File: src/rtl/shift_sequencer_if.sv
// Purpose: request/result bundle between a shift_sequencer and its controller.
// Latency: none, wires only.
// Backpressure: ready gates start; a start seen while ready=0 is dropped.
interface shift_sequencer_if;
  logic        start;
  logic        abort;
  logic        mem;
  logic        imm;
  logic [11:0] shift_operand;
  logic [31:0] rm_value;
  logic        carry_in;
  logic        ready;
  logic        done;
  logic [31:0] val2;
  logic        c_out;

  modport master (
    output start, abort, mem, imm, shift_operand, rm_value, carry_in,
    input  ready, done, val2, c_out
  );

  modport slave (
    input  start, abort, mem, imm, shift_operand, rm_value, carry_in,
    output ready, done, val2, c_out
  );
endinterface

File: src/rtl/shift_sequencer.sv
// Purpose: bit-serial barrel-shifter substitute for operand-2 (LSL/LSR/ASR/ROR, rotated imm, mem offset).
// Latency: done in cycle T+n+1 for shift amount n (T+1 when n=0), one bit per cycle.
// Backpressure: ready=0 while shifting; start is ignored then (no queueing), abort cancels.
module shift_sequencer (
  input  logic             clk,
  input  logic             rst,
  shift_sequencer_if.slave bus
);

  typedef enum logic [1:0] {
    S_IDLE  = 2'd0,
    S_SHIFT = 2'd1,
    S_DONE  = 2'd2
  } state_t;

  localparam logic [1:0] T_LSL = 2'b00;
  localparam logic [1:0] T_LSR = 2'b01;
  localparam logic [1:0] T_ASR = 2'b10;
  localparam logic [1:0] T_ROR = 2'b11;

  state_t      state_q, state_d;
  logic [31:0] work_q,  work_d;
  logic [1:0]  type_q,  type_d;
  logic [4:0]  count_q, count_d;
  logic        carry_q, carry_d;
  logic [31:0] val2_q,  val2_d;
  logic        c_out_q, c_out_d;

  logic        accept;
  logic [31:0] ld_work;
  logic [1:0]  ld_type;
  logic [4:0]  ld_count;
  logic [31:0] sh_work;
  logic        sh_carry;

  // Operand decode for a newly accepted request; mem mode overrides imm mode.
  always_comb begin
    ld_work  = bus.rm_value;
    ld_type  = bus.shift_operand[6:5];
    ld_count = bus.shift_operand[11:7];
    if (bus.mem) begin
      ld_work  = {{20{bus.shift_operand[11]}}, bus.shift_operand};
      ld_count = 5'd0;
    end else if (bus.imm) begin
      ld_work  = {24'h000000, bus.shift_operand[7:0]};
      ld_type  = T_ROR;
      ld_count = {bus.shift_operand[11:8], 1'b0};
    end
  end

  // One-bit shift of the working value by the latched type; carry is the bit shifted out.
  always_comb begin
    sh_work  = work_q;
    sh_carry = carry_q;
    unique case (type_q)
      T_LSL: begin sh_work = {work_q[30:0], 1'b0};       sh_carry = work_q[31]; end
      T_LSR: begin sh_work = {1'b0, work_q[31:1]};       sh_carry = work_q[0];  end
      T_ASR: begin sh_work = {work_q[31], work_q[31:1]}; sh_carry = work_q[0];  end
      T_ROR: begin sh_work = {work_q[0], work_q[31:1]};  sh_carry = work_q[0];  end
      default: ;
    endcase
  end

  // Abort beats start, so an aborting cycle never accepts.
  assign accept = bus.start && !bus.abort;

  // Next-state and datapath update; val2/c_out only move on the transition into DONE.
  always_comb begin
    state_d = state_q;
    work_d  = work_q;
    type_d  = type_q;
    count_d = count_q;
    carry_d = carry_q;
    val2_d  = val2_q;
    c_out_d = c_out_q;
    unique case (state_q)
      S_IDLE, S_DONE: begin
        state_d = S_IDLE;
        if (accept) begin
          work_d  = ld_work;
          type_d  = ld_type;
          count_d = ld_count;
          carry_d = bus.carry_in;
          if (ld_count == 5'd0) begin
            // Zero amount: result is the operand untouched, carry passes through.
            state_d = S_DONE;
            val2_d  = ld_work;
            c_out_d = bus.carry_in;
          end else begin
            state_d = S_SHIFT;
          end
        end
      end
      S_SHIFT: begin
        if (bus.abort) begin
          state_d = S_IDLE;
        end else begin
          work_d  = sh_work;
          carry_d = sh_carry;
          count_d = count_q - 5'd1;
          if (count_q == 5'd1) begin
            state_d = S_DONE;
            val2_d  = sh_work;
            c_out_d = sh_carry;
          end
        end
      end
      default: state_d = S_IDLE;
    endcase
  end

  // State register; reset also clears the published result.
  always_ff @(posedge clk) begin
    if (rst) begin
      state_q <= S_IDLE;
      work_q  <= 32'h0;
      type_q  <= T_LSL;
      count_q <= 5'd0;
      carry_q <= 1'b0;
      val2_q  <= 32'h0;
      c_out_q <= 1'b0;
    end else begin
      state_q <= state_d;
      work_q  <= work_d;
      type_q  <= type_d;
      count_q <= count_d;
      carry_q <= carry_d;
      val2_q  <= val2_d;
      c_out_q <= c_out_d;
    end
  end

  assign bus.ready = (state_q != S_SHIFT);
  assign bus.done  = (state_q == S_DONE);
  assign bus.val2  = val2_q;
  assign bus.c_out = c_out_q;

endmodule

File: src/flat_wrapper.sv
// flat-port wrapper written by rule: the top's interface ports become plain ports
module shift_sequencer_flat 
  (clk, rst, bus_start, bus_abort, bus_mem, bus_imm, bus_shift_operand, bus_rm_value, bus_carry_in, bus_ready, bus_done, bus_val2, bus_c_out);
  shift_sequencer_if bus_i ();
  input  logic clk;
  input  logic rst;
  input wire logic [$bits(bus_i.start)-1:0] bus_start;
  input wire logic [$bits(bus_i.abort)-1:0] bus_abort;
  input wire logic [$bits(bus_i.mem)-1:0] bus_mem;
  input wire logic [$bits(bus_i.imm)-1:0] bus_imm;
  input wire logic [$bits(bus_i.shift_operand)-1:0] bus_shift_operand;
  input wire logic [$bits(bus_i.rm_value)-1:0] bus_rm_value;
  input wire logic [$bits(bus_i.carry_in)-1:0] bus_carry_in;
  output wire logic [$bits(bus_i.ready)-1:0] bus_ready;
  output wire logic [$bits(bus_i.done)-1:0] bus_done;
  output wire logic [$bits(bus_i.val2)-1:0] bus_val2;
  output wire logic [$bits(bus_i.c_out)-1:0] bus_c_out;
  assign bus_i.start = bus_start;
  assign bus_i.abort = bus_abort;
  assign bus_i.mem = bus_mem;
  assign bus_i.imm = bus_imm;
  assign bus_i.shift_operand = bus_shift_operand;
  assign bus_i.rm_value = bus_rm_value;
  assign bus_i.carry_in = bus_carry_in;
  assign bus_ready = bus_i.ready;
  assign bus_done = bus_i.done;
  assign bus_val2 = bus_i.val2;
  assign bus_c_out = bus_i.c_out;
  shift_sequencer u_core (.clk(clk), .rst(rst), .bus(bus_i));
endmodule
File: config.mk
export PLATFORM = sky130hd
export DESIGN_NAME = shift_sequencer_flat
export DESIGN_NICKNAME = d
export VERILOG_FILES = /design/src/rtl/shift_sequencer_if.sv /design/src/rtl/shift_sequencer.sv /design/src/flat_wrapper.sv
export SDC_FILE = /design/constraint.sdc
export NUM_CORES = 1
export LEC_CHECK = 0
export CORE_MARGIN = 4
export CORE_UTILIZATION = 42
export DETAILED_ROUTE_END_ITERATION = 16
export MAX_ROUTING_LAYER = met4
export PLACE_DENSITY = 0.68
export SETUP_SLACK_MARGIN = 0.05
export SYNTH_ARGS = -nofsm -noshare
export SYNTH_HDL_FRONTEND = slang
export SYNTH_SLANG_ARGS = --single-unit
export TNS_END_PERCENT = 1
File: constraint.sdc
create_clock -name clk -period 2.6 [get_ports clk]
set_input_delay 0.52 -clock clk [delete_from_list [all_inputs] [get_ports clk]]
set_output_delay 0.52 -clock clk [all_outputs]
set_load 0.02 [all_outputs]
==> out/qor.csv, run 1 <==
metric,value,unit
synthesis.area,4010,sq um
finalNonFillerCells,701,
critPathKind,register to primary output,
final_area,5300,sq um
clock.fmax,0.437,GHz
worst_hold_slack,0.456,ns
num_rows,35,
maxSlewHeadroom,31.4,%
start_kind,register,
setup_viol,0,
required,2.08,ns
synthCells,507,
hp-class,register to register,
area_growth,32.1,%
cts_made_buffers,9,
gp_congestion,0.877,
maxSlewViolCount,0,
io_buffer_count,85,
crit_path_end_kind,primary output,
post_cts_buffers,0,
synth_fp_nets,560,
yosys-top-cells-area,"dfxtp_1, a21oi_1, o211ai_1",
ys_warn_count,0,
dieArea,11200,sq um
clk_latency,0.35,ns
synthDistinctLibCells,36,
drtIter0Drc,297,
dr.pass1.iters,5,
synth_edf_count,0,
routedWlPerCell,18.1,um
start_util,43.2,%
power.leakage,1.75,nW
htreeDepth,3,
cts_root_buf,clkbuf_8,
grt_pass1_vias,4165,
cts_tree,built,
hpwl,8300,um
arrival,1.77,ns
synth-main-ff-cell,dfxtp_1,
grt_remaining_overflow,0,
yosysSeqAreaShare,36.9,%
rsz0062_at_grt,no,
clkTransAtPathRegs,0.07,ns
synthArstFlopShare,0,%
grt_use_total,23.1,%
coreArea,9280,sq um
cts_hold_buf,0,
skew,0.0136,ns
cts_num_sinks,74,
crit_fanout,12,
power_density,561,nW/um^2
cts_buffer_depth,2,
netlist.area_leader.share,36.9,%
num_vias,4247,
yosysTopAreaCell,dfxtp_1,
post-route-period-util,88.0,%
avgViaCountPerCell,6.06,
fill_cells,868,
cap_violations,0,
drc_errors,0,
dieWidth,106,um
io_pins,86,
fin_crit,2.29,ns
post-place-cells,685,
hold_violations,0,
postLayoutSetupSlackWorst,0.313,ns
antenna_found_initial,0,
synth-seq-cells,74,
diodes,0,
postRouteAntennaNets,0,
drive_gt1_share,10.5,%
wl,12700,um
status,"complete, no violations",
grt_pass1_wl,20500,um
grt_max_degree,61,
tns,0,ns
pre_cts_ws,-0.0402,ns
tightestPinTransition,1.03,ns
max-vdd-ir-drop,0.328,mV
postPlaceCellArea,5030,sq um
cts_resized,0,
layout.nets,620,
die_h,106,um
syn_area_per_cell,7.91,sq um
## worst paths after layout
kind	start	endpoint	slack [ns]	cells past startpoint
hold / removal	u_core.work_q[1]$_SDFFE_PP0P_	u_core.work_q[1]$_SDFFE_PP0P_	0.46	2
hold reg to reg	u_core.work_q[1]$_SDFFE_PP0P_	u_core.work_q[1]$_SDFFE_PP0P_	0.46	2
setup / recovery	u_core.state_q[0]$_SDFFE_PP0P_	bus_ready	0.31	3
setup reg to reg	u_core.count_q[0]$_SDFFE_PP0P_	u_core.bus.val2[4]$_SDFFE_PP0P_	0.52	6
## worst max-delay path: stages, from the launching register on
cell and delay (ns):
dfxtp_1 0.34, nor2b_4 0.13, inv_1 0.27, clkdlybuf4s50_1 0.68
## synth_stat cells (6+ instances only)
| cell type | instances |
|---|---|
| buf_1 | 6 |
| o21ai_0 | 19 |
| nor2_1 | 13 |
| a211o_1 | 15 |
| or3b_2 | 12 |
| inv_1 | 17 |
| o211ai_1 | 44 |
| clkbuf_1 | 52 |
| o21a_1 | 15 |
| dfxtp_1 | 74 |
| o311ai_0 | 12 |
| a21oi_1 | 73 |
| a221o_1 | 26 |
| nand2_1 | 32 |
| nand3_1 | 65 |
## area by class of cell
class	count	area, sq um	share of cell area, %
clock buffer	11	141	2.67
clock inverter	5	125	2.36
inverter	17	63.8	1.20
multi-input combinational	355	2250	42.6
sequential	74	1480	28.0
tap	129	161	3.05
timing repair buffer	110	1070	20.2
## metrics by stage
step	total power, W	util (%)
final	0.00297	57.1
after global routing	0.00308	57.1
after CTS	0.00297	57.1
after detailed placement	0.00178	54.2
after global placement	0.00177	54.2
after floorplan	0.00155	-
## cell families after synthesis
group           Yosys count  synth area share (%)
fa+ha+maj                 2                 0.624
mux                       2                 0.530
flops                    74                  36.9
compound gates          213                  36.6
buf+inv                  78                  7.39
simple gates            138                  17.9
## per-layer routing
metal,track usage [%],up-vias,wire length (um)
met1,30.3,2022,6020
met3,4.72,25,826
li1,-,2030,-
met4,9.53,0,291
met2,34.7,170,5550
met5,-,-,0
## registers in the layout (all words and copies together) (netlist names)
| signal | cells |
|---|---|
| u_core.type_q | 2 |
| u_core.bus.val2 | 32 |
| u_core.state_q | 2 |
| u_core.count_q | 5 |
| u_core.bus.c_out | 1 |
| u_core.work_q | 32 |
## power by group
| group | total, W | internal, W | switching [W] |
|---|---|---|---|
| Clock | 0.00121 | 0.000761 | 0.000449 |
| Combinational | 0.000538 | 0.000245 | 0.000293 |
| Sequential | 0.00122 | 0.00119 | 0.0000379 |
| Total | 0.00297 | 0.00219 | 0.000779 |
## layout by cell type, fill, tap and decap left out, drive strengths merged, types with 17 or more instances in the layout
cell type | synthesis | routed
o21ai | 19 | 19
o211ai | 44 | 44
a21oi | 73 | 73
nand3 | 65 | 65
inv | 17 | 17
a221o | 26 | 26
nand2 | 32 | 32
dfxtp | 74 | 74
clkdlybuf4s50 | 0 | 84
buf | 9 | 26
No activity file was read; power rests on OpenSTA's default activity.
==> run 2: changes to the inputs <==
--- a/config.mk
+++ b/config.mk
@@ -11,6 +11,7 @@
 export MAX_ROUTING_LAYER = met4
 export PLACE_DENSITY = 0.68
 export SETUP_SLACK_MARGIN = 0.05
+export SLEW_MARGIN = 20
 export SYNTH_ARGS = -nofsm -noshare
 export SYNTH_HDL_FRONTEND = slang
 export SYNTH_SLANG_ARGS = --single-unit
==> results of run 2 <==
Final layout, timing and power as in run 1 (identical DEF).
==> run 3: changes to the inputs <==
--- a/config.mk
+++ b/config.mk
@@ -5,7 +5,7 @@
 export SDC_FILE = /design/constraint.sdc
 export NUM_CORES = 1
 export LEC_CHECK = 0
-export CORE_MARGIN = 4
+export CORE_MARGIN = 5
 export CORE_UTILIZATION = 42
 export DETAILED_ROUTE_END_ITERATION = 16
 export MAX_ROUTING_LAYER = met4
==> run 3 against run 2 <==
Effect of this change: flip-flop and latch count unchanged; combinational power about the same; non-clock buffer count unchanged; design area down 0.80%; critical path depth unchanged; sequential share of layout area up 0.23 points; wire length down 0.35%; critical endpoint unchanged; highest routed layer unchanged.
==> out/qor.csv, run 3 (synthesis gave the netlist of run 1 again) <==
metric,value,unit
drive_gt1_share,10.5,%
finalNonFillerCells,701,
avgViaCountPerCell,6.08,
reg2reg_to,u_core.bus.c_out$_SDFFE_PP0P_,
gp_congestion,0.847,
grt_pass1_wl,20600,um
crit_end,bus_ready,
cts_num_sinks,74,
clkTransAtPathRegs,0.07,ns
status,"complete, no violations",
cts_tree,built,
max-vdd-ir-drop,0.285,mV
clk_latency,0.35,ns
layout.nets,620,
dieWidth,108,um
cts_buffer_depth,2,
r2r_setup_slack,0.54,ns
tightestPinTransition,0.751,ns
timing.rr.start,u_core.count_q[0]$_SDFFE_PP0P_,
io_pins,86,
fin_total_pwr,0.00276,W
crit_fanout,12,
clock.fmax,0.418,GHz
cts_root_buf,clkbuf_8,
cts_resized,0,
rr_worst_depth,5,
cts_hold_buf,0,
maxSlewViolCount,0,
cp_slowest_stage_delay,0.70,ns
grt_pass1_vias,4079,
arrival,1.88,ns
wl,12700,um
hpwl,8380,um
final_common_cell,clkdlybuf4s50_1,
setup_viol,0,
postRouteAntennaNets,0,
post-place-cells,685,
required,2.08,ns
rsz0062_at_grt,no,
maxSlewHeadroom,49.8,%
hp-class,register to register,
htreeDepth,3,
cp-startpoint,u_core.state_q[0]$_SDFFE_PP0P_,
post_cts_buffers,0,
area_growth,31.0,%
antenna_found_initial,0,
diodes,0,
worst_path_max_delay_cell,clkdlybuf4s50_1,
dieArea,11600,sq um
coreArea,9280,sq um
crit_path_end_kind,primary output,
cap_violations,0,
dr.pass1.iters,5,
start_util,43.2,%
io_buffer_count,85,
die_h,108,um
fin_crit,2.40,ns
drc_errors,0,
routedWlPerCell,18.0,um
grt_max_degree,75,
cp_cell_sequence,nor2b_4 > inv_1 > clkdlybuf4s50_1,
power.leakage,1.73,nW
num_vias,4260,
grt_remaining_overflow,0,
num_rows,35,
skew,0.0105,ns
post-route-period-util,92.1,%
critPathKind,register to primary output,
hold_violations,0,
drtIter0Drc,296,
layout_common_cells,"clkdlybuf4s50_1, dfxtp_1, a21oi_1, nand3_1, o211ai_1",
cts_made_buffers,9,
power_density,525,nW/um^2
fin_util,56.6,%
grt_use_total,22.5,%
start_kind,register,
-- run 3: cell count changes in the layout (fill, tap and decap cells not counted) --
cell,delta
nor2_4,+1
clkinvlp_4,+1
bufinv_16,-2
nor2_2,-1
clkinv_2,+1
-- run 3: cell type report --
cell class	instances	area [sq um]
Multi-Input combinational cell	355	2260
Inverter	17	63.8
Sequential cell	74	1480
Clock buffer	11	141
Clock inverter	5	77.6
Tap cell	129	161
Timing Repair Buffer	110	1070
Fill cell	877	4030
-- run 3: power breakdown --
| part | switching (W) | internal, W |
|---|---|---|
| Combinational | 0.000294 | 0.000244 |
| Sequential | 0.0000342 | 0.00119 |
| Clock | 0.000439 | 0.000564 |
| Total | 0.000768 | 0.00199 |
-- run 3: worst min-delay path by stage --
| stage | start | endpoint | slack, ns | cells past startpoint |
|---|---|---|---|---|
| 5_1_grt | u_core.work_q[2]$_SDFFE_PP0P_ | u_core.work_q[2]$_SDFFE_PP0P_ | 0.47 | 2 |
| 3_3_place_gp | u_core.work_q[10]$_SDFFE_PP0P_ | u_core.work_q[10]$_SDFFE_PP0P_ | 0.44 | 2 |
| 6_report | u_core.work_q[2]$_SDFFE_PP0P_ | u_core.work_q[2]$_SDFFE_PP0P_ | 0.46 | 2 |
| 2_1_floorplan | u_core.work_q[10]$_SDFFE_PP0P_ | u_core.work_q[10]$_SDFFE_PP0P_ | 0.44 | 2 |
| 4_1_cts | u_core.work_q[2]$_SDFFE_PP0P_ | u_core.work_q[2]$_SDFFE_PP0P_ | 0.46 | 2 |
| 3_5_place_dp | u_core.work_q[28]$_SDFFE_PP0P_ | u_core.work_q[28]$_SDFFE_PP0P_ | 0.45 | 2 |
-- run 3: metal layers --
metal | vias to the layer above | track usage (%) | routed length [um]
met2 | 190 | 33.1 | 5700
met3 | 11 | 3.36 | 916
met1 | 2026 | 32.0 | 5900
met5 | - | - | 0
li1 | 2033 | - | -
met4 | 0 | 6.67 | 136
-- run 3: metrics by stage --
stage / cell area, sq um / setup slack, ns / hold WS, ns / setup TNS, ns
after global placement: 5030 / 0.0419 / 0.442 / 0
after floorplan: 4010 / 0.690 / 0.436 / 0
final: 5260 / 0.205 / 0.455 / 0
after detailed placement: 5030 / -0.0589 / 0.447 / -0.169
after global routing: 5260 / 0.0980 / 0.473 / 0
after CTS: 5250 / 0.188 / 0.457 / 0
-- run 3: critical path: cells and delay by family, from the launching register on --
family	cells	cell delay [ns]
AND/OR/NAND/NOR	1	0.14
buffers and inverters	2	1.05
flip-flops	1	0.34
